==> config.mk <==
export PLATFORM = sky130hd
export DESIGN_NAME = price_window_buffer
export DESIGN_NICKNAME = d
export VERILOG_FILES = /design/src/rtl/pw_pkg.sv /design/src/rtl/pw_channel_state.sv /design/src/rtl/price_window_buffer.sv
export SDC_FILE = /design/constraint.sdc
export NUM_CORES = 2
export LEC_CHECK = 0
export ABC_AREA = 0
export CAP_MARGIN = 20
export CORE_MARGIN = 10
export CORE_UTILIZATION = 65
export CTS_CLUSTER_DIAMETER = 40
export DETAILED_ROUTE_END_ITERATION = 10
export GPL_TIMING_DRIVEN = 0
export MAX_ROUTING_LAYER = met4
export PLACE_DENSITY = 0.79
export SYNTH_ARGS = -nofsm -noshare
export SYNTH_HDL_FRONTEND = slang
export SYNTH_SLANG_ARGS = --single-unit
==> constraint.sdc <==
create_clock -name clk -period 9.75 [get_ports clk]
set_input_delay 1.95 -clock clk [delete_from_list [all_inputs] [get_ports clk]]
set_output_delay 1.95 -clock clk [all_outputs]
set_load 0.005 [all_outputs]
==> src/rtl/pw_pkg.sv <==
// Shared types and widths for the sliding-window price buffer
// and the indicator blocks that consume its per-sample results.
package pw_pkg;

   function automatic int clog2_min1(input int n);
      return (n > 1) ? $clog2(n) : 1;
   endfunction

   localparam int PW_DEPTH = 14;
   localparam int PW_DW    = 16;
   localparam int PW_NCH   = 4;

   localparam int PW_CHW = clog2_min1(PW_NCH);
   localparam int PW_PW  = $clog2(PW_DEPTH);
   localparam int PW_CW  = $clog2(PW_DEPTH + 1);
   localparam int PW_SW  = PW_DW + $clog2(PW_DEPTH);

   typedef logic [PW_DW-1:0] price_t;

   typedef struct packed {
      logic [PW_CHW-1:0] ch;
      price_t            newest;
      price_t            oldest;
      logic              evict;
      logic [PW_SW-1:0]  sum;
      logic [PW_CW-1:0]  count;
      logic              full;
   } pw_result_t;

endpackage

==> src/rtl/pw_channel_state.sv <==
// Per-channel write pointer, fill count and running sum, with
// next-state logic for write, flush and eviction.
module pw_channel_state
   import pw_pkg::*;
#(
   parameter int  DEPTH = PW_DEPTH,
   parameter int  DW    = PW_DW,
   localparam int PW    = $clog2(DEPTH),
   localparam int CW    = $clog2(DEPTH + 1),
   localparam int SW    = DW + $clog2(DEPTH)
)(
   input  logic          clk,
   input  logic          rst,
   input  logic          i_wr,
   input  logic          i_flush,
   input  logic [DW-1:0] i_price,
   input  logic [DW-1:0] i_old,
   output logic [PW-1:0] o_rd_ptr,
   output logic [PW-1:0] o_wr_addr,
   output logic          o_evict,
   output logic [SW-1:0] o_next_sum,
   output logic [CW-1:0] o_next_count
);

   localparam logic [PW-1:0] PTR_LAST = PW'(DEPTH - 1);
   localparam logic [CW-1:0] CNT_FULL = CW'(DEPTH);

   logic [PW-1:0] r_wr_ptr;
   logic [CW-1:0] r_count;
   logic [SW-1:0] r_sum;

   logic [PW-1:0] w_base_ptr;
   logic [PW-1:0] w_ptr_inc;
   logic [CW-1:0] w_base_count;
   logic [SW-1:0] w_base_sum;
   logic          w_full;

   // A same-cycle flush empties the channel before the sample lands.
   always_comb begin
      w_base_ptr   = i_flush ? '0 : r_wr_ptr;
      w_base_count = i_flush ? '0 : r_count;
      w_base_sum   = i_flush ? '0 : r_sum;
      w_full       = (w_base_count == CNT_FULL);
      w_ptr_inc    = (w_base_ptr == PTR_LAST) ? '0 : w_base_ptr + 1'b1;
      o_evict      = i_wr && w_full;
      o_next_count = w_full ? w_base_count : w_base_count + 1'b1;
      o_next_sum   = w_base_sum + SW'(i_price)
                   - (w_full ? SW'(i_old) : '0);
   end

   always_ff @(posedge clk or posedge rst) begin
      if (rst) begin
         r_wr_ptr <= '0;
         r_count  <= '0;
         r_sum    <= '0;
      end else if (i_wr) begin
         r_wr_ptr <= w_ptr_inc;
         r_count  <= o_next_count;
         r_sum    <= o_next_sum;
      end else if (i_flush) begin
         r_wr_ptr <= '0;
         r_count  <= '0;
         r_sum    <= '0;
      end
   end

   assign o_rd_ptr  = r_wr_ptr;
   assign o_wr_addr = w_base_ptr;

endmodule

==> src/rtl/price_window_buffer.sv <==
// Multi-channel sliding-window price store: per accepted sample it
// reports newest, evicted price, window sum and fill count.
module price_window_buffer
   import pw_pkg::*;
#(
   parameter int  DEPTH = PW_DEPTH,
   parameter int  DW    = PW_DW,
   parameter int  NCH   = PW_NCH,
   localparam int CHW   = clog2_min1(NCH),
   localparam int PW    = $clog2(DEPTH),
   localparam int CW    = $clog2(DEPTH + 1),
   localparam int SW    = DW + $clog2(DEPTH)
)(
   input  logic           clk,
   input  logic           rst,
   input  logic           in_valid,
   output logic           in_ready,
   input  logic [CHW-1:0] in_ch,
   input  logic [DW-1:0]  in_price,
   input  logic           flush,
   input  logic [CHW-1:0] flush_ch,
   output logic           out_valid,
   input  logic           out_ready,
   output logic [CHW-1:0] out_ch,
   output logic [DW-1:0]  out_newest,
   output logic [DW-1:0]  out_oldest,
   output logic           out_evict,
   output logic [SW-1:0]  out_sum,
   output logic [CW-1:0]  out_count,
   output logic           out_full
);

   logic [DW-1:0] r_mem [NCH][DEPTH];

   logic [PW-1:0]  w_rd_ptr  [NCH];
   logic [PW-1:0]  w_wr_addr [NCH];
   logic [SW-1:0]  w_sum_n   [NCH];
   logic [CW-1:0]  w_cnt_n   [NCH];
   logic [NCH-1:0] w_evict;
   logic           w_accept;
   logic [DW-1:0]  w_old;

   logic           r_out_valid;
   logic [CHW-1:0] r_out_ch;
   logic [DW-1:0]  r_out_newest;
   logic [DW-1:0]  r_out_oldest;
   logic           r_out_evict;
   logic [SW-1:0]  r_out_sum;
   logic [CW-1:0]  r_out_count;
   logic           r_out_full;

   assign in_ready = !r_out_valid || out_ready;
   assign w_accept = in_valid && in_ready;

   // Once full, the write pointer addresses the oldest entry.
   assign w_old = r_mem[in_ch][w_rd_ptr[in_ch]];

   for (genvar g = 0; g < NCH; g++) begin : g_ch
      pw_channel_state #(
         .DEPTH (DEPTH),
         .DW    (DW)
      ) u_state (
         .clk          (clk),
         .rst          (rst),
         .i_wr         (w_accept && (in_ch == CHW'(g))),
         .i_flush      (flush && (flush_ch == CHW'(g))),
         .i_price      (in_price),
         .i_old        (w_old),
         .o_rd_ptr     (w_rd_ptr[g]),
         .o_wr_addr    (w_wr_addr[g]),
         .o_evict      (w_evict[g]),
         .o_next_sum   (w_sum_n[g]),
         .o_next_count (w_cnt_n[g])
      );
   end

   always_ff @(posedge clk) begin
      if (w_accept)
         r_mem[in_ch][w_wr_addr[in_ch]] <= in_price;
   end

   always_ff @(posedge clk or posedge rst) begin
      if (rst) begin
         r_out_valid  <= 1'b0;
         r_out_ch     <= '0;
         r_out_newest <= '0;
         r_out_oldest <= '0;
         r_out_evict  <= 1'b0;
         r_out_sum    <= '0;
         r_out_count  <= '0;
         r_out_full   <= 1'b0;
      end else if (w_accept) begin
         r_out_valid  <= 1'b1;
         r_out_ch     <= in_ch;
         r_out_newest <= in_price;
         r_out_oldest <= w_evict[in_ch] ? w_old : '0;
         r_out_evict  <= w_evict[in_ch];
         r_out_sum    <= w_sum_n[in_ch];
         r_out_count  <= w_cnt_n[in_ch];
         r_out_full   <= (w_cnt_n[in_ch] == CW'(DEPTH));
      end else if (out_ready) begin
         r_out_valid  <= 1'b0;
      end
   end

   assign out_valid  = r_out_valid;
   assign out_ch     = r_out_ch;
   assign out_newest = r_out_newest;
   assign out_oldest = r_out_oldest;
   assign out_evict  = r_out_evict;
   assign out_sum    = r_out_sum;
   assign out_count  = r_out_count;
   assign out_full   = r_out_full;

endmodule

==> flow_metrics.tcl <==
set metrics [dict create \
    worst_skew_pair.late_latency_ns 0.75 \
    cts.sinks 1069 \
    place_hpwl_um 98400 \
    grt_usage 0.362 \
    p_switching_mw 4.51 \
    drive_above_1_share 0.192 \
    cts_made_buffers 134 \
    synth_most_common_cell "edfxtp_1" \
    dieArea_um2 85500 \
    cp.arrival_ns 10.04 \
    tightest_slew_ns 1.44 \
    vias 31400 \
    hold_class "reg -> reg" \
    final.min_clock_period_ns 9.38 \
    dr.max_layer_used "met4" \
    antenna_found_initial 6 \
    grt_remaining_overflow 0 \
    ys_seq_elements 1069 \
    start_util 0.659 \
    netlist.top_cell.by_area "edfxtp_1" \
    routedWlPerCell_um 33.3 \
    seq_area_um2 31200 \
    numPortBuffers 85 \
    clkSlewWorstSetupHoldPaths_ns 0.05 \
    synthTopCellsByCount "edfxtp_1, nand2_1, mux4_2, nor2_1, dfrtp_1" \
    finalSetupViolations 0 \
    crit_path_start_kind "input port" \
    htree_levels 4 \
    wl_met3_um 19200 \
    ys_top_cells_by_area "edfxtp_1, mux4_2, dfrtp_1" \
    critical_path_buf_inv_count 6 \
    ys_async_sr_fraction 0.162 \
    max-vdd-ir-drop_mv 0.264 \
    crit_type "in -> reg" \
    drt-vias-per-instance 6.96 \
    cpMaxStageDelayCell "a221oi_2" \
    outcome "finished clean" \
    p_per_area_nw_per_um2 250 \
    totalNegativeSetupSlack_ns 0 \
    rsz0062_at_grt "no" \
    multi_input_area_um2 15700 \
    drv_slew 0 \
    post_cts_buffers 0 \
    p_clk_frac 0.355 \
    crit_path_max_incr_delay_ns 1.19 \
    worst_path_dominant_cell_family "compound AO/OA/AOI/OAI gates" \
    grt_pass1_wl_um 216000 \
    clock_path_buffers 3 \
    worstPathRequired_ns 10.41 \
    power.internal_mw 9.44 \
    p_sw_frac 0.323 \
    die_w_um 292 \
    end_kind "register" \
    ctsHoldBuffers 0 \
    maxCapViolations 0 \
    clockRootBuffer "clkbuf_16" \
    dr_wl_met2_um 68800 \
    cts_resized 0 \
    layout.nets 3622 \
    synth_fp_nets 3336 \
    drt-met1-wl_um 55300 \
    grt_pass1_vias 30900 \
    io_pins 87 \
    synthDistinctLibCells 72 \
    rows 99 \
    p_seq_frac 0.381 \
    holdPathStages 2 \
    max-slew-margin-rel 0.0397 \
    dr.pass1.iters 9 \
    ys_warn_count 0 \
    detail_route.iter0.violations 5177 \
    area_growth_pct 15.6 \
    fp.dieH_um 292 \
    crit_top_cell "buf_2" \
    fin_util 0.761 \
    synth.yosys.seq_area_share 0.648 \
    cp_num_cells 20 \
    nFillCells 4135 \
    cts_tree "yes" \
    crit_chain "clkdlybuf4s50_1 > buf_2 > buf_2 > buf_2 > buf_1 > mux4_2 > mux2i_1 > a21oi_1 > a221oi_2 > nor2_1 > fa_1 > inv_1 > ha_1 > nand4_1 > o21ai_0 > o41ai_1 > o21ai_0 > xnor2_1 > o31ai_1 > o221a_1" \
    antenna_left 0 \
    routed_wl_um 150000 \
    fin_crit_sh 0.962 \
    leakagePower_nw 20.0 \
    synth_top_flop_cell "edfxtp_1" \
    synth_area_um2 48200 \
    core-area_um2 73200 \
    hold_violations 0 \
    gp_congestion 1.03 \
    critPathMaxFanout 10 \
    fin_skew_ns 0.0512 \
    postSynthAreaPerCell_um2 15.3 \
    netlist_instances 3159 \
    synth_edf_count 896 \
    pwr-share-comb 0.265 \
    netlist.area_leader.share 0.558 \
    drc_errors 0 \
    grt_max_degree 126 \
    rr_worst_depth 18 \
    max_freq_ghz 0.107 \
]
-- path summary, 6_finish.rpt --
check	start	endpoint	slack (ns)
setup / recovery	in_ch[1]	out_sum[15]$_DFFE_PP0P_	0.37
hold / removal	out_newest[15]$_DFFE_PP0P_	out_newest[15]$_DFFE_PP0P_	0.48
setup reg to reg	g_ch[2].u_state.o_rd_ptr[0]$_DFF_PP0_	out_sum[15]$_DFFE_PP0P_	2.64
hold reg to reg	out_newest[15]$_DFFE_PP0P_	out_newest[15]$_DFFE_PP0P_	0.48
max in group asynchronous	rst	g_ch[2].u_state.r_count[1]$_DFF_PP0_	7.07
min in group asynchronous	rst	g_ch[1].u_state.r_sum[19]$_DFF_PP0_	1.63
-- through the flow --
stage / instance area (um2) / hold slack [ns] / std cells / power (mW) / setup WS (ns)
4_1_cts: 55700 / 0.480 / 4508 / 13.8 / 0.736
5_1_grt: 55700 / 0.504 / 4513 / 14.4 / 0.270
3_5_place_dp: 51300 / 0.464 / 4266 / 8.92 / 0.0896
2_1_floorplan: 48200 / 0.469 / 3159 / 7.70 / 2.86
3_3_place_gp: 50300 / 0.463 / 4203 / 8.83 / 0.227
6_report: 55700 / 0.484 / 4513 / 13.9 / 0.374
-- per-layer routing --
layer,GRT usage,vias to the layer above
met3,0.105,454
met5,-,-
li1,-,12600
met2,0.533,2544
met4,0.156,0
met1,0.472,15900
-- layout make-up --
type                            count  area share
Antenna cell                        3    0.000135
Buffer                            155      0.0129
Clock buffer                      155      0.0629
Clock inverter                     87      0.0166
Inverter                          173      0.0118
Multi-Input combinational cell   1762       0.282
Sequential cell                  1069       0.560
Tap cell                          959      0.0215
Timing Repair Buffer              150      0.0316
-- state kept, by name, summed over array words and instances (netlist names) --
signal / flops
out_full: 1
out_oldest: 16
out_count: 4
out_newest: 16
out_evict: 1
out_ch: 2
out_sum: 20
g_ch.u_state.r_count: 16
g_ch.u_state.r_sum: 80
g_ch.u_state.o_rd_ptr: 16
out_valid: 1
r_mem: 896
-- placed cells by master (no fill, tap or decap), types with 69 or more instances in the layout --
| cell type | n |
|---|---|
| edfxtp_1 | 896 |
| nand2_1 | 298 |
| mux4_2 | 236 |
| nor2_1 | 181 |
| dfrtp_1 | 173 |
| inv_1 | 171 |
| o21ai_0 | 148 |
| clkbuf_16 | 135 |
| a21oi_1 | 122 |
| ha_1 | 88 |
| clkbuf_1 | 81 |
| mux2i_1 | 71 |
| clkdlybuf4s50_1 | 69 |
-- cells by family after synthesis --
kind of cell,Yosys count,share of synthesized area
mux,342,0.133
compound gates,479,0.0629
fa+ha+maj,152,0.0494
simple gates,711,0.0641
buf+inv,328,0.0283
flops,1069,0.648
xor+xnor,78,0.0142
-- worst register-to-register path: cells and delay by family, from the launching register on --
family	cells	cell delay (ns)
flops	1	0.49
mux	2	0.98
buf+inv	4	1.14
compound gates	6	2.85
xor+xnor	1	0.24
simple gates	3	0.44
fa+ha+maj	2	0.89
-- power by group through the flow --
| stage | logic [mW] | clock network (mW) | registers, mW |
|---|---|---|---|
| 3_3_place_gp | 3.43 | 0 | 5.40 |
| 4_1_cts | 3.58 | 4.94 | 5.31 |
| 5_1_grt | 3.93 | 5.11 | 5.33 |
| 2_1_floorplan | 2.34 | 0 | 5.36 |
| 6_report | 3.69 | 4.94 | 5.31 |
| 3_5_place_dp | 3.53 | 0 | 5.40 |
Note: power is estimated with default switching activity, not from simulation.
